$ cat config.mk
export PLATFORM = sky130hd
export DESIGN_NAME = rom_ctrl_flat
export DESIGN_NICKNAME = d
export VERILOG_FILES = /design/src/rtl/rom_ctrl_pkg.sv /design/src/rtl/rom_ctrl_if.sv /design/src/rtl/rom_rr_arb2.sv /design/src/rtl/rom_ctrl.sv /design/src/flat_wrapper.sv
export SDC_FILE = /design/constraint.sdc
export NUM_CORES = 1
export LEC_CHECK = 0
export CAP_MARGIN = 10
export CORE_MARGIN = 2
export CORE_UTILIZATION = 51
export CTS_CLUSTER_SIZE = 10
export DETAILED_ROUTE_END_ITERATION = 10
export PLACE_DENSITY = 0.82
export SETUP_SLACK_MARGIN = 0.1
export SLEW_MARGIN = 20
export SYNTH_ARGS = -nofsm -noshare
export SYNTH_HDL_FRONTEND = slang
export SYNTH_HIERARCHICAL = 1
export SYNTH_SLANG_ARGS = --single-unit
$ cat constraint.sdc
create_clock -name clk -period 4.8 [get_ports clk]
set_input_delay 1.44 -clock clk [delete_from_list [all_inputs] [get_ports clk]]
set_output_delay 1.44 -clock clk [all_outputs]
set_load 0.03 [all_outputs]
$ cat src/rtl/rom_ctrl_pkg.sv
// rom_ctrl_pkg: shared types and constants for the ROM sequencing controller.
//   state_e  - controller FSM states (idle, read/wait per byte, done)
//   PORT_F   - port id of the instruction-fetch port
//   PORT_D   - port id of the data-load port
package rom_ctrl_pkg;

    typedef enum logic [2:0] {
        StIdle,
        StRd0,
        StWt0,
        StRd1,
        StWt1,
        StDone
    } state_e;

    localparam logic PORT_F = 1'b0;
    localparam logic PORT_D = 1'b1;

endpackage

$ cat src/rtl/rom_ctrl_if.sv
// rom_ctrl_if: bundle of the fetch port, load port and ROM-side signals of rom_ctrl.
//   f_req/f_addr/f_len -> f_ack/f_data : instruction fetch, 1 or 2 bytes
//   d_req/d_addr       -> d_ack/d_data : data load, 1 byte
//   rom_read/rom_address -> rom_ready/rom_data : one-cycle ROM read protocol
// Modports:
//   slave  - the controller view (serves the ports, masters the ROM)
//   master - the environment view (core requesters plus the ROM itself)
interface rom_ctrl_if #(
    parameter int unsigned size_addr = 8
) ();

    logic                 f_req;
    logic [size_addr-1:0] f_addr;
    logic                 f_len;
    logic                 f_ack;
    logic [15:0]          f_data;

    logic                 d_req;
    logic [size_addr-1:0] d_addr;
    logic                 d_ack;
    logic [7:0]           d_data;

    logic                 rom_read;
    logic [size_addr-1:0] rom_address;
    logic                 rom_ready;
    logic [7:0]           rom_data;

    modport slave (
        input  f_req, f_addr, f_len,
        output f_ack, f_data,
        input  d_req, d_addr,
        output d_ack, d_data,
        output rom_read, rom_address,
        input  rom_ready, rom_data
    );

    modport master (
        output f_req, f_addr, f_len,
        input  f_ack, f_data,
        output d_req, d_addr,
        input  d_ack, d_data,
        input  rom_read, rom_address,
        output rom_ready, rom_data
    );

endinterface

$ cat src/rtl/rom_rr_arb2.sv
// rom_rr_arb2: two-input round-robin arbiter.
//   clk, rst_n  - clock, asynchronous active-low reset
//   req_f/req_d - requests from the fetch and load ports
//   done        - strobe: the granted transaction has completed
//   done_port   - port id of the completed transaction
//   gnt_valid   - at least one request present
//   gnt_port    - port id to grant this cycle
// The last-grant record resets to the load port so fetch wins the first tie.
module rom_rr_arb2
    import rom_ctrl_pkg::*;
(
    input  logic clk,
    input  logic rst_n,
    input  logic req_f,
    input  logic req_d,
    input  logic done,
    input  logic done_port,
    output logic gnt_valid,
    output logic gnt_port
);

    logic last_q, last_d;

    always_comb begin
        gnt_valid = req_f | req_d;
        gnt_port  = PORT_F;
        if (req_f && req_d) begin
            gnt_port = (last_q == PORT_F) ? PORT_D : PORT_F;
        end else if (req_d) begin
            gnt_port = PORT_D;
        end
    end

    always_comb begin
        last_d = last_q;
        if (done) begin
            last_d = done_port;
        end
    end

    always_ff @(posedge clk or negedge rst_n) begin
        if (!rst_n) begin
            last_q <= PORT_D;
        end else begin
            last_q <= last_d;
        end
    end

endmodule

$ cat src/rtl/rom_ctrl.sv
// rom_ctrl: sequencing controller in front of the instruction/data ROM.
//   clk   - system clock, rising edge
//   rst_n - asynchronous active-low reset; abandons any transaction without ack
//   bus   - rom_ctrl_if.slave: fetch port (1/2-byte, little-endian), load port
//           (1-byte) and the ROM read/ready interface
// One transaction at a time: grant in idle, one read/wait pair per byte, then a
// one-cycle ack to the granted port. Port data registers hold until the next ack.
module rom_ctrl
    import rom_ctrl_pkg::*;
#(
    parameter int unsigned size_addr = 8
) (
    input  logic       clk,
    input  logic       rst_n,
    rom_ctrl_if.slave  bus
);

    state_e               state_q, state_d;
    logic                 port_q, port_d;
    logic [size_addr-1:0] addr_q, addr_d;
    logic                 len_q, len_d;
    logic [7:0]           byte0_q, byte0_d;
    logic [15:0]          f_data_q, f_data_d;
    logic [7:0]           d_data_q, d_data_d;

    logic                 gnt_valid;
    logic                 gnt_port;
    logic                 done;
    logic                 rom_read;
    logic [size_addr-1:0] rom_address;
    logic                 f_ack;
    logic                 d_ack;

    rom_rr_arb2 u_arb (
        .clk       (clk),
        .rst_n     (rst_n),
        .req_f     (bus.f_req),
        .req_d     (bus.d_req),
        .done      (done),
        .done_port (port_q),
        .gnt_valid (gnt_valid),
        .gnt_port  (gnt_port)
    );

    always_comb begin
        state_d     = state_q;
        port_d      = port_q;
        addr_d      = addr_q;
        len_d       = len_q;
        byte0_d     = byte0_q;
        f_data_d    = f_data_q;
        d_data_d    = d_data_q;
        rom_read    = 1'b0;
        rom_address = '0;
        f_ack       = 1'b0;
        d_ack       = 1'b0;
        done        = 1'b0;

        case (state_q)
            StIdle: begin
                if (gnt_valid) begin
                    port_d  = gnt_port;
                    addr_d  = (gnt_port == PORT_D) ? bus.d_addr : bus.f_addr;
                    // Loads are always single-byte.
                    len_d   = (gnt_port == PORT_F) ? bus.f_len : 1'b0;
                    state_d = StRd0;
                end
            end
            StRd0: begin
                rom_read    = 1'b1;
                rom_address = addr_q;
                state_d     = StWt0;
            end
            StWt0: begin
                if (bus.rom_ready) begin
                    byte0_d = bus.rom_data;
                    if (len_q) begin
                        state_d = StRd1;
                    end else begin
                        // Port data is loaded here so it is already valid in the ack cycle.
                        if (port_q == PORT_F) begin
                            f_data_d = {8'h00, bus.rom_data};
                        end else begin
                            d_data_d = bus.rom_data;
                        end
                        state_d = StDone;
                    end
                end
            end
            StRd1: begin
                rom_read    = 1'b1;
                // Wraps modulo 2^size_addr.
                rom_address = addr_q + size_addr'(1);
                state_d     = StWt1;
            end
            StWt1: begin
                if (bus.rom_ready) begin
                    f_data_d = {bus.rom_data, byte0_q};
                    state_d  = StDone;
                end
            end
            StDone: begin
                done    = 1'b1;
                f_ack   = (port_q == PORT_F);
                d_ack   = (port_q == PORT_D);
                state_d = StIdle;
            end
            default: begin
                state_d = StIdle;
            end
        endcase
    end

    always_ff @(posedge clk or negedge rst_n) begin
        if (!rst_n) begin
            state_q  <= StIdle;
            port_q   <= PORT_F;
            addr_q   <= '0;
            len_q    <= 1'b0;
            byte0_q  <= 8'h00;
            f_data_q <= 16'h0000;
            d_data_q <= 8'h00;
        end else begin
            state_q  <= state_d;
            port_q   <= port_d;
            addr_q   <= addr_d;
            len_q    <= len_d;
            byte0_q  <= byte0_d;
            f_data_q <= f_data_d;
            d_data_q <= d_data_d;
        end
    end

    assign bus.rom_read    = rom_read;
    assign bus.rom_address = rom_address;
    assign bus.f_ack       = f_ack;
    assign bus.d_ack       = d_ack;
    assign bus.f_data      = f_data_q;
    assign bus.d_data      = d_data_q;

endmodule

$ cat src/flat_wrapper.sv
// flat-port wrapper written by rule: the top's interface ports become plain ports
module rom_ctrl_flat import rom_ctrl_pkg::*;
#(
    parameter int unsigned size_addr = 8
)
  (clk, rst_n, bus_f_req, bus_f_addr, bus_f_len, bus_f_ack, bus_f_data, bus_d_req, bus_d_addr, bus_d_ack, bus_d_data, bus_rom_read, bus_rom_address, bus_rom_ready, bus_rom_data);
  rom_ctrl_if #(.size_addr(size_addr)) bus_i ();
  input  logic clk;
  input  logic rst_n;
  input wire logic [$bits(bus_i.f_req)-1:0] bus_f_req;
  input wire logic [$bits(bus_i.f_addr)-1:0] bus_f_addr;
  input wire logic [$bits(bus_i.f_len)-1:0] bus_f_len;
  output wire logic [$bits(bus_i.f_ack)-1:0] bus_f_ack;
  output wire logic [$bits(bus_i.f_data)-1:0] bus_f_data;
  input wire logic [$bits(bus_i.d_req)-1:0] bus_d_req;
  input wire logic [$bits(bus_i.d_addr)-1:0] bus_d_addr;
  output wire logic [$bits(bus_i.d_ack)-1:0] bus_d_ack;
  output wire logic [$bits(bus_i.d_data)-1:0] bus_d_data;
  output wire logic [$bits(bus_i.rom_read)-1:0] bus_rom_read;
  output wire logic [$bits(bus_i.rom_address)-1:0] bus_rom_address;
  input wire logic [$bits(bus_i.rom_ready)-1:0] bus_rom_ready;
  input wire logic [$bits(bus_i.rom_data)-1:0] bus_rom_data;
  assign bus_i.f_req = bus_f_req;
  assign bus_i.f_addr = bus_f_addr;
  assign bus_i.f_len = bus_f_len;
  assign bus_f_ack = bus_i.f_ack;
  assign bus_f_data = bus_i.f_data;
  assign bus_i.d_req = bus_d_req;
  assign bus_i.d_addr = bus_d_addr;
  assign bus_d_ack = bus_i.d_ack;
  assign bus_d_data = bus_i.d_data;
  assign bus_rom_read = bus_i.rom_read;
  assign bus_rom_address = bus_i.rom_address;
  assign bus_i.rom_ready = bus_rom_ready;
  assign bus_i.rom_data = bus_rom_data;
  rom_ctrl #(.size_addr(size_addr)) u_core (.clk(clk), .rst_n(rst_n), .bus(bus_i));
endmodule
Word level (Yosys, flattened, before mapping)
Index checks and enable logic that the tools add are counted.
{ "op_classes": {"n_eq_ne": 10, "add_sub_neg": 1, "mux": 20, "reduce_logical": 9, "bitwise_logic": 3} }
{ "op_table": {"columns": ["cell", "n"], "rows": [
  ["$mux 16", 4],
  ["$pmux 16 s2", 1],
  ["$pmux 8 s2", 1],
  ["$pmux 3 s5", 1],
  ["$mux 3", 4],
  ["$add 8x1->8 const B", 1],
  ["$mux 1", 8],
  ["$mux 8", 1],
  ["$ne 2x2->1 const B", 4],
  ["$eq 3x2->1 const B", 2],
  ["$eq 3x3->1 const B", 2],
  ["$reduce_and 5->1", 1],
  ["$reduce_and 2->1", 2],
  ["$reduce_and 4->1", 1],
  ["$eq 3x1->1 const B", 1],
  ["$logic_not 3->1", 1],
  ["$reduce_and 3->1", 1],
  ["$ne 2x1->1 const B", 1],
  ["$not 1->1", 2],
  ["$reduce_bool 2->1", 1],
  ["$reduce_or 2->1", 1],
  ["$logic_and 1x1->1", 1],
  ["$or 1x1->1", 1]
]} }
{ "totals": {"elab_cells": 51, "reg_bits": 46, "out_inout_bits": 35, "in_bits": 30} }

Logic depth before layout (Yosys ltp)
Gate-level depths: netlist of the first run.
{ "logic_depth": {"depth_word": 4, "depth_mapped": 6, "depth_no_buf": 4} }

Cells and area by module
The synthesis of the first run kept the hierarchy.
{ "by_module_without_submodules": {"columns": ["mod", "seq_area_each_um2", "n_inst", "cells_per_inst", "area_per_inst_um2"], "rows": [
  ["rom_ctrl", 1126.1, 1, 189, 2257.2],
  ["rom_rr_arb2", 26.3, 1, 4, 55.1]
]} }

Worst setup path after synthesis of the first run
No wires, ideal clock.
{ "synth_path": {"path_kind": "register -> output", "from": "register u_core.state_q[1]", "to": "output port bus_rom_address[7]", "slack_ns": 1.636, "stages_incl_launch_ff": 5, "required_ns": 3.360, "path_buffers": 1, "arrival_ns": 1.724, "path_cell_list": "dfrtp_1 > buf_6 > nand3_4 > or4_1 > a21oi_1"} }
{ "synth_between": {"elab_chain_cells": 2, "elab_cells_between_ends": 3, "classes_between": "eq/ne (2); mux (1)"} }
{ "synth_rtl": {"columns": ["element", "line", "source"], "rows": [
  ["start, declared", "rom_ctrl.sv:18", "state_e state_q, state_d;"],
  ["start signal, assigned", "rom_ctrl.sv:116", "state_q <= StIdle;"],
  ["start signal, assigned", "rom_ctrl.sv:124", "state_q <= state_d;"],
  ["$eq 3x2->1 / $eq 3x1->1 (equally long branches)", "rom_ctrl.sv:59", "case (state_q)"],
  ["$pmux 8 s2 (*)", "rom_ctrl.sv:59", null],
  ["end, declared", "flat_wrapper.sv:20", "output wire logic [$bits(bus_i.rom_address)-1:0] bus_rom_address;"]
]} }
Mark *: on every way between the ends. The rest lies on a longest branch, timed or not.

Worst setup path after layout of the first run
Ends and elaborated chain as after synthesis.

==> results by group, run 1 <==
Run status
  • Outcome: finished, final reports clean

Worst setup path
  • Delay contributed by the slowest stage of the critical path: 0.72 ns
  • Critical path startpoint: u_core/state_q[1]$_DFFE_PN0P_
  • Critical path's top delay family: flip-flops
  • Category of the worst setup path launch point: flop
  • Critical path's slowest cell: sky130_fd_sc_hd__dfrtp_1
  • Cell breakdown of the critical path: nand3_4, or4_1, a21oi_1, clkdlybuf4s50_1
  • Total number of cells along the worst setup path: 4
  • Worst Reg-to-Reg Cells: 3
  • R2R Path End: u_core/bus.f_data[3]$_DFFE_PN0P_
  • Critical R2R Launch: u_core/state_q[1]$_DFFE_PN0P_
  • Critical path buffers and inverters: 1
  • Arrival time worst endpoint: 2.52 ns
  • Worst setup path class: reg2out
  • Required arrival time at the worst endpoint: 3.36 ns
  • Setup slack on the worst flop-to-flop path: 2.54 ns
  • Timing endpoint of the critical path: bus_rom_address[7]
  • Biggest fanout along the worst timing path: 15
  • Endpoint kind of the worst setup timing path: output pin

Timing
  • Tmin final: 3.96 ns
  • Share of the clock period used by the worst path after layout: 0.825
  • Clock tree skew after final layout: 0.00159 ns
  • Transition time at the pin with the least slew margin: 0.806 ns
  • Hold violation total from the final report: 0
  • Fin. max-slew vios: 0
  • Max Fclk: 253 MHz
  • Setup total negative slack: 0 ns
  • RSZ-0062 raised after global routing: no
  • Max_slew headroom: 0.462
  • Final number of setup-violating endpoints: 0

Run
  • Maximum capacitance violations: 0

Synth
  • Post-synthesis cell type count: 40
  • Synthesized netlist cell count: 193
  • Number of warnings issued by yosys: 6
  • Mean cell area of the mapped netlist: 12.0 um2
  • Most repeated cell in the gate-level netlist after synthesis: sky130_fd_sc_hd__dfrtp_1
  • Nets in the synthesized netlist: 224
  • Post-synth top area cell: sky130_fd_sc_hd__dfrtp_1
  • Sequential area share after synthesis: 0.498
  • Most area-consuming cells after synthesis: sky130_fd_sc_hd__dfrtp_1 (49%), sky130_fd_sc_hd__mux2_2 (13%), sky130_fd_sc_hd__mux2i_1 (7.4%), sky130_fd_sc_hd__a21oi_1 (2.8%), sky130_fd_sc_hd__nor2_1 (2.1%)
  • Post-synth EDFFs: 0
  • Post-synthesis sequential element count: 46
  • Ranking of synthesized cells by instance count: sky130_fd_sc_hd__dfrtp_1 (45), sky130_fd_sc_hd__mux2_2 (27), sky130_fd_sc_hd__mux2i_1 (17), sky130_fd_sc_hd__a21oi_1 (13), sky130_fd_sc_hd__nor2_1 (13)
  • Area share of the leading cell type in the synthesized netlist: 0.487
  • Primary FF master, synth: sky130_fd_sc_hd__dfrtp_1
  • Post-synthesis instance area: 2310 um2
  • Share of flip-flops with an asynchronous set or reset: 1.00

Pwr
  • Leakage power: 0.00128 uW
  • Peak ir drop on the vdd network: 0.426 mV
  • Power per standard cell area: 681 nW/um2

Place
  • Dpl hpwl: 3.30 mm
  • Number of cells in the design after placement: 301
  • Number of buffers inserted by port buffering: 64
  • Routability congestion estimate from global placement: 0.816

Drt
  • Total routed wirelength: 4.64 mm
  • Detailed-route via count: 1612
  • Vias per Instance: 5.22
  • Detailed Route Iter0 Violations: 177
  • Count of unresolved DRC violations after routing: 0
  • Routed wirelength normalized by instance count: 15.0 um
  • Post-route antenna net violation count: 0
  • Drt pass-1 iters: 4

CTS
  • TritonCTS clock tree: done
  • Buffer levels on the longest clock path: 2
  • Hold-fix buffer count after cts: 0
  • Clock root buffer: sky130_fd_sc_hd__clkbuf_8
  • Maximum level of the CTS H-tree: 2
  • CTS Sinks: 46
  • Clock-pin slew on the worst setup and hold paths: 0.08 ns
  • Cts bufs inserted: 5
  • Number of post-CTS setup repair buffers: 0
  • PostCTS Resize Cnt: 0
  • Clock latency at the later pin of the worst-skew pair: 0.30 ns

Worst hold path
  • Hold_sp: u_core/bus.d_data[0]$_DFFE_PN0P_
  • Classification of the worst-slack hold path: reg2reg

Floorplan
  • Starting density of the core: 0.531
  • Die ar.: 5090 um2
  • Vert. Die Dim: 71.3 um
  • Num ports: 65
  • Cell row count: 24
  • Placeable Area: 4350 um2
  • X dimension of the die: 71.3 um

GRT
  • Overall global routing resource usage: 0.203
  • GRT overflow: 0
  • Global-route wire length before repair: 7.91 mm
  • Initial antenna violation count: 0
  • Via count of the first global-routing pass: 1582
  • Largest net degree at the start of global routing: 47

Layout
  • Count of fill cells added during filler insertion: 324
  • Share of final-layout standard cells stronger than drive strength 1: 0.191
  • Register cell area after layout: 1150 um2
  • Area Growth Syn to Fin: 32.4%
  • Antenna diode count: 0
  • Layout Nets: 287
  • Number of standard cells in the final layout excluding fillers: 309
  • Combined area of the multi-input logic cells: 1040 um2
[sequential cells by signal, indices dropped and copies added, names as in the netlist]
register             flops
u_core/addr_q            8
u_core/bus.d_data        8
u_core/bus.f_data       16
u_core/byte0_q           8
u_core/len_q             1
u_core/port_q            1
u_core/state_q           3
u_core/u_arb/last_q      1
[metal layers]
layer | routed length (um) | GRT usage
met4 | 36 | 0.0629
met2 | 2250 | 0.307
met3 | 244 | 0.0633
met1 | 2110 | 0.283
met5 | 0 | 0
[worst reg2reg max path: stages, from the launching register on]
cell	delay, ns
sky130_fd_sc_hd__dfrtp_1	0.72
sky130_fd_sc_hd__nor4b_2	0.31
sky130_fd_sc_hd__o211a_1	0.71
sky130_fd_sc_hd__mux2_2	0.42
[worst min path at each step]
| stage | end | slack [ns] | cells after the start |
|---|---|---|---|
| 3_3_place_gp | u_core/bus.d_data[0]$_DFFE_PN0P_ | 0.47 | 1 |
| 5_1_grt | u_core/bus.d_data[0]$_DFFE_PN0P_ | 0.51 | 1 |
| 3_5_place_dp | u_core/bus.d_data[0]$_DFFE_PN0P_ | 0.48 | 1 |
| 4_1_cts | u_core/bus.d_data[0]$_DFFE_PN0P_ | 0.50 | 1 |
| 6_report | u_core/bus.d_data[0]$_DFFE_PN0P_ | 0.50 | 1 |
| 2_1_floorplan | u_core/byte0_q[0]$_DFFE_PN0P_ | 0.47 | 1 |
[area by class of cell]
cell class | instances | share of cell area
clock buffers | 7 | 0.0315
clock inverters | 1 | 0.00286
inverters | 11 | 0.0135
multi-input cells | 126 | 0.341
flip-flops and latches | 46 | 0.377
well taps | 52 | 0.0213
repair buffers | 66 | 0.213
[layout by cell type (no fill, tap or decap), types with 3 or more instances in the layout]
cell type                          n
sky130_fd_sc_hd__mux2i_1          17
sky130_fd_sc_hd__o21ai_0           4
sky130_fd_sc_hd__clkdlybuf4s50_1  63
sky130_fd_sc_hd__xor2_1            3
sky130_fd_sc_hd__inv_1            11
sky130_fd_sc_hd__dfrtp_1          45
sky130_fd_sc_hd__nor2b_1           3
sky130_fd_sc_hd__nand2_1          12
sky130_fd_sc_hd__mux2_4            3
sky130_fd_sc_hd__nor2_1           13
sky130_fd_sc_hd__a21oi_1          13
sky130_fd_sc_hd__nand2b_1          3
sky130_fd_sc_hd__mux2_1            4
sky130_fd_sc_hd__mux2_2           27
sky130_fd_sc_hd__clkbuf_8          7
sky130_fd_sc_hd__buf_4             3
[through the flow]
stage               power [uW]   util  setup slack (ns)  area (um2)  hold WS, ns
floorplan                 1450      -              1.64        2310        0.475
global placement          1800  0.678              1.19        2950        0.474
detailed placement        1830  0.678              1.17        2950        0.484
CTS                       2100  0.702             0.834        3060        0.503
global route              2220  0.703             0.686        3060        0.515
finish                    2080  0.703             0.842        3060        0.497
[logic make-up after synthesis]
logic type	synth area share
mux	0.244
simple gates	0.136
fa+ha+maj	0.00541
flops	0.498
buf+inv	0.0503
compound gates	0.0509
xor+xnor	0.0152
[power by group]
group	internal (uW)	switching [uW]	total, uW	leakage, uW
logic	511	560	1070	0.000663
clock network	132	130	262	0.0000544
registers	581	170	750	0.000563
total	1220	859	2080	0.00128
No activity file was read; power rests on OpenSTA's default activity.
==> run 2: changes to the inputs <==
--- a/config.mk
+++ b/config.mk
@@ -7,10 +7,10 @@
 export LEC_CHECK = 0
 export CAP_MARGIN = 10
 export CORE_MARGIN = 2
-export CORE_UTILIZATION = 51
+export CORE_UTILIZATION = 48
 export CTS_CLUSTER_SIZE = 10
 export DETAILED_ROUTE_END_ITERATION = 10
-export PLACE_DENSITY = 0.82
+export PLACE_DENSITY = 0.78
 export SETUP_SLACK_MARGIN = 0.1
 export SLEW_MARGIN = 20
 export SYNTH_ARGS = -nofsm -noshare
==> constraint.sdc (replaced) <==
create_clock -name clk -period 4.15 [get_ports clk]
set_input_delay 1.245 -clock clk [delete_from_list [all_inputs] [get_ports clk]]
set_output_delay 1.245 -clock clk [all_outputs]
set_load 0.03 [all_outputs]
==> run 2 against run 1 <==
  * Critical path type unchanged
  * Sequential share of layout area up 0.29 points
  * Cell count up 0.32%
  * Non-clock buffer count down 1
  * Final area down 0.78%
  * Clock power up 2%
  * Critical path depth unchanged
  * Wire length down 0.28%
  * Setup slack worse by 0.50 ns
  * Global-route usage down 1.9 points
  * Largest power group unchanged
==> results by group, run 2 (synthesis gave the netlist of run 1 again) <==
Run status
  • Outcome: finished, final reports clean

CTS
  • Clock root buffer: sky130_fd_sc_hd__clkbuf_8
  • Hold-fix buffer count after cts: 0
  • Buffer levels on the longest clock path: 2
  • CTS Sinks: 46
  • TritonCTS clock tree: done
  • PostCTS Resize Cnt: 0
  • Number of post-CTS setup repair buffers: 0
  • Cts bufs inserted: 5
  • Clock-pin slew on the worst setup and hold paths: 0.08 ns
  • Maximum level of the CTS H-tree: 2
  • Clock latency at the later pin of the worst-skew pair: 0.30 ns

Timing
  • Setup total negative slack: 0 ns
  • Fin. max-slew vios: 0
  • Transition time at the pin with the least slew margin: 0.861 ns
  • Clock tree skew after final layout: 0.00828 ns
  • RSZ-0062 raised after global routing: no
  • Hold violation total from the final report: 0
  • Final number of setup-violating endpoints: 0
  • Max_slew headroom: 0.423
  • Worst Setup Slack, final: 0.345 ns
  • Share of the clock period used by the worst path after layout: 0.917
  • Tmin final: 3.80 ns
  • Max Fclk: 263 MHz

Layout
  • Most common library cell in the layout ignoring fill and taps: sky130_fd_sc_hd__clkdlybuf4s50_1
  • Area Growth Syn to Fin: 31.3%
  • Final standard cell utilization of the core: 0.647
  • Layout Nets: 286
  • Antenna diode count: 0
  • Commonest cells after routing, fill and taps aside: sky130_fd_sc_hd__clkdlybuf4s50_1 (63), sky130_fd_sc_hd__dfrtp_1 (45), sky130_fd_sc_hd__mux2_2 (27)
  • Share of final-layout standard cells stronger than drive strength 1: 0.184
  • Area of all placed cells without fillers: 3040 um2
  • Number of flip-flops under the largest register name: 16

GRT
  • Largest net degree at the start of global routing: 47
  • Via count of the first global-routing pass: 1508
  • Overall global routing resource usage: 0.185
  • Global-route wire length before repair: 7.49 mm
  • Initial antenna violation count: 0
  • GRT overflow: 0

Drt
  • Count of unresolved DRC violations after routing: 0
  • Vias per Instance: 5.24
  • Total routed wirelength: 4.63 mm
  • Detailed Route Iter0 Violations: 116
  • Detailed-route via count: 1624
  • Routed wirelength normalized by instance count: 14.9 um
  • Post-route antenna net violation count: 0
  • Drt pass-1 iters: 4

Place
  • Pre-CTS WS: 0.670 ns
  • Dpl hpwl: 3.35 mm
  • Number of buffers inserted by port buffering: 64
  • Routability congestion estimate from global placement: 0.791
  • Placement-stage cell area: 2950 um2

Pwr
  • Peak ir drop on the vdd network: 0.422 mV
  • Power per standard cell area: 782 nW/um2
  • Leakage power: 0.00127 uW

Floorplan
  • Cell row count: 25
  • Die ar.: 5390 um2
  • Vert. Die Dim: 73.4 um
  • Starting density of the core: 0.493
  • Num ports: 65
  • X dimension of the die: 73.4 um
  • Placeable Area: 4690 um2

Worst setup path
  • Required arrival time at the worst endpoint: 2.90 ns
  • Setup slack on the worst flop-to-flop path: 1.87 ns
  • Biggest fanout along the worst timing path: 15
  • R2R Path End: u_core/bus.f_data[1]$_DFFE_PN0P_
  • Endpoint kind of the worst setup timing path: output pin
  • Worst Reg-to-Reg Cells: 3
  • Arrival time worst endpoint: 2.56 ns
  • Category of the worst setup path launch point: flop
  • Worst setup path class: reg2out
  • Critical R2R Launch: u_core/state_q[1]$_DFFE_PN0P_

Run
  • Maximum capacitance violations: 0

Worst hold path
  • Hold_sp: u_core/bus.d_data[0]$_DFFE_PN0P_
  • Cell depth of the worst hold path: 1
  • Classification of the worst-slack hold path: reg2reg
  • Worst-case hold path end point: u_core/bus.d_data[0]$_DFFE_PN0P_
[run 2: changes by cell type in the layout (fill, tap and decap cells not counted)]
cell / previous run / this run
sky130_fd_sc_hd__clkinv_2: 0 / 1
sky130_fd_sc_hd__buf_4: 3 / 2
sky130_fd_sc_hd__clkbuf_1: 0 / 1
sky130_fd_sc_hd__clkbuf_8: 7 / 5
[run 2: routing by layer]
| metal | vias to the layer above | wire length [um] | track usage |
|---|---|---|---|
| met1 | 797 | 2110 | 0.273 |
| li1 | 786 | - | - |
| met4 | 0 | 65 | 0.0727 |
| met2 | 36 | 2270 | 0.267 |
| met3 | 5 | 182 | 0.0357 |
| met5 | - | 0 | 0 |
[run 2: critical path, stage by stage, from the launching register on]
cell and delay [ns]:
sky130_fd_sc_hd__dfrtp_1 0.74, sky130_fd_sc_hd__nand4_1 0.27, sky130_fd_sc_hd__or3_1 0.42, sky130_fd_sc_hd__a21oi_1 0.16, sky130_fd_sc_hd__clkdlybuf4s50_1 0.69
[run 2: worst max-delay path by stage]
stage | cells after the start | endpoint | from | slack [ns]
floorplan | 4 | bus_rom_address[7] | u_core/state_q[1]$_DFFE_PN0P_ | 1.18
global placement | 4 | bus_rom_address[7] | u_core/state_q[1]$_DFFE_PN0P_ | 0.74
detailed placement | 4 | bus_rom_address[6] | u_core/state_q[1]$_DFFE_PN0P_ | 0.67
CTS | 4 | bus_rom_address[6] | u_core/state_q[1]$_DFFE_PN0P_ | 0.33
global route | 4 | bus_rom_address[6] | u_core/state_q[1]$_DFFE_PN0P_ | 0.14
finish | 4 | bus_rom_address[6] | u_core/state_q[1]$_DFFE_PN0P_ | 0.35
[run 2: area by class of cell]
class | instances | area [um2]
Inverter | 11 | 41.3
Sequential cell | 46 | 1150
Clock buffer | 6 | 72.6
Tap cell | 54 | 67.6
Multi-Input combinational cell | 126 | 1040
Clock inverter | 2 | 13.8
Timing Repair Buffer | 65 | 646
Fill cell | 384 | 1660
[run 2: per-stage QoR]
step	hold slack (ns)	power [uW]	std cells
4_1_cts	0.507	2390	310
2_1_floorplan	0.475	1670	193
6_report	0.506	2370	310
3_3_place_gp	0.482	2080	302
5_1_grt	0.522	2520	310
3_5_place_dp	0.485	2120	302
[run 2: report_power, final]
group	total (uW)	switching [uW]	leakage [uW]	internal [uW]
Clock	268	149	0.0000452	119
Sequential	874	202	0.000563	672
Combinational	1230	648	0.000658	585
Total	2370	999	0.00127	1380
==> run 3: changes to the inputs <==
--- a/config.mk
+++ b/config.mk
@@ -10,6 +10,7 @@
 export CORE_UTILIZATION = 48
 export CTS_CLUSTER_SIZE = 10
 export DETAILED_ROUTE_END_ITERATION = 10
+export GPL_ROUTABILITY_DRIVEN = 0
 export PLACE_DENSITY = 0.78
 export SETUP_SLACK_MARGIN = 0.1
 export SLEW_MARGIN = 20
==> results of run 3 <==
No change in the layout: final DEF, timing and power equal those of run 2.
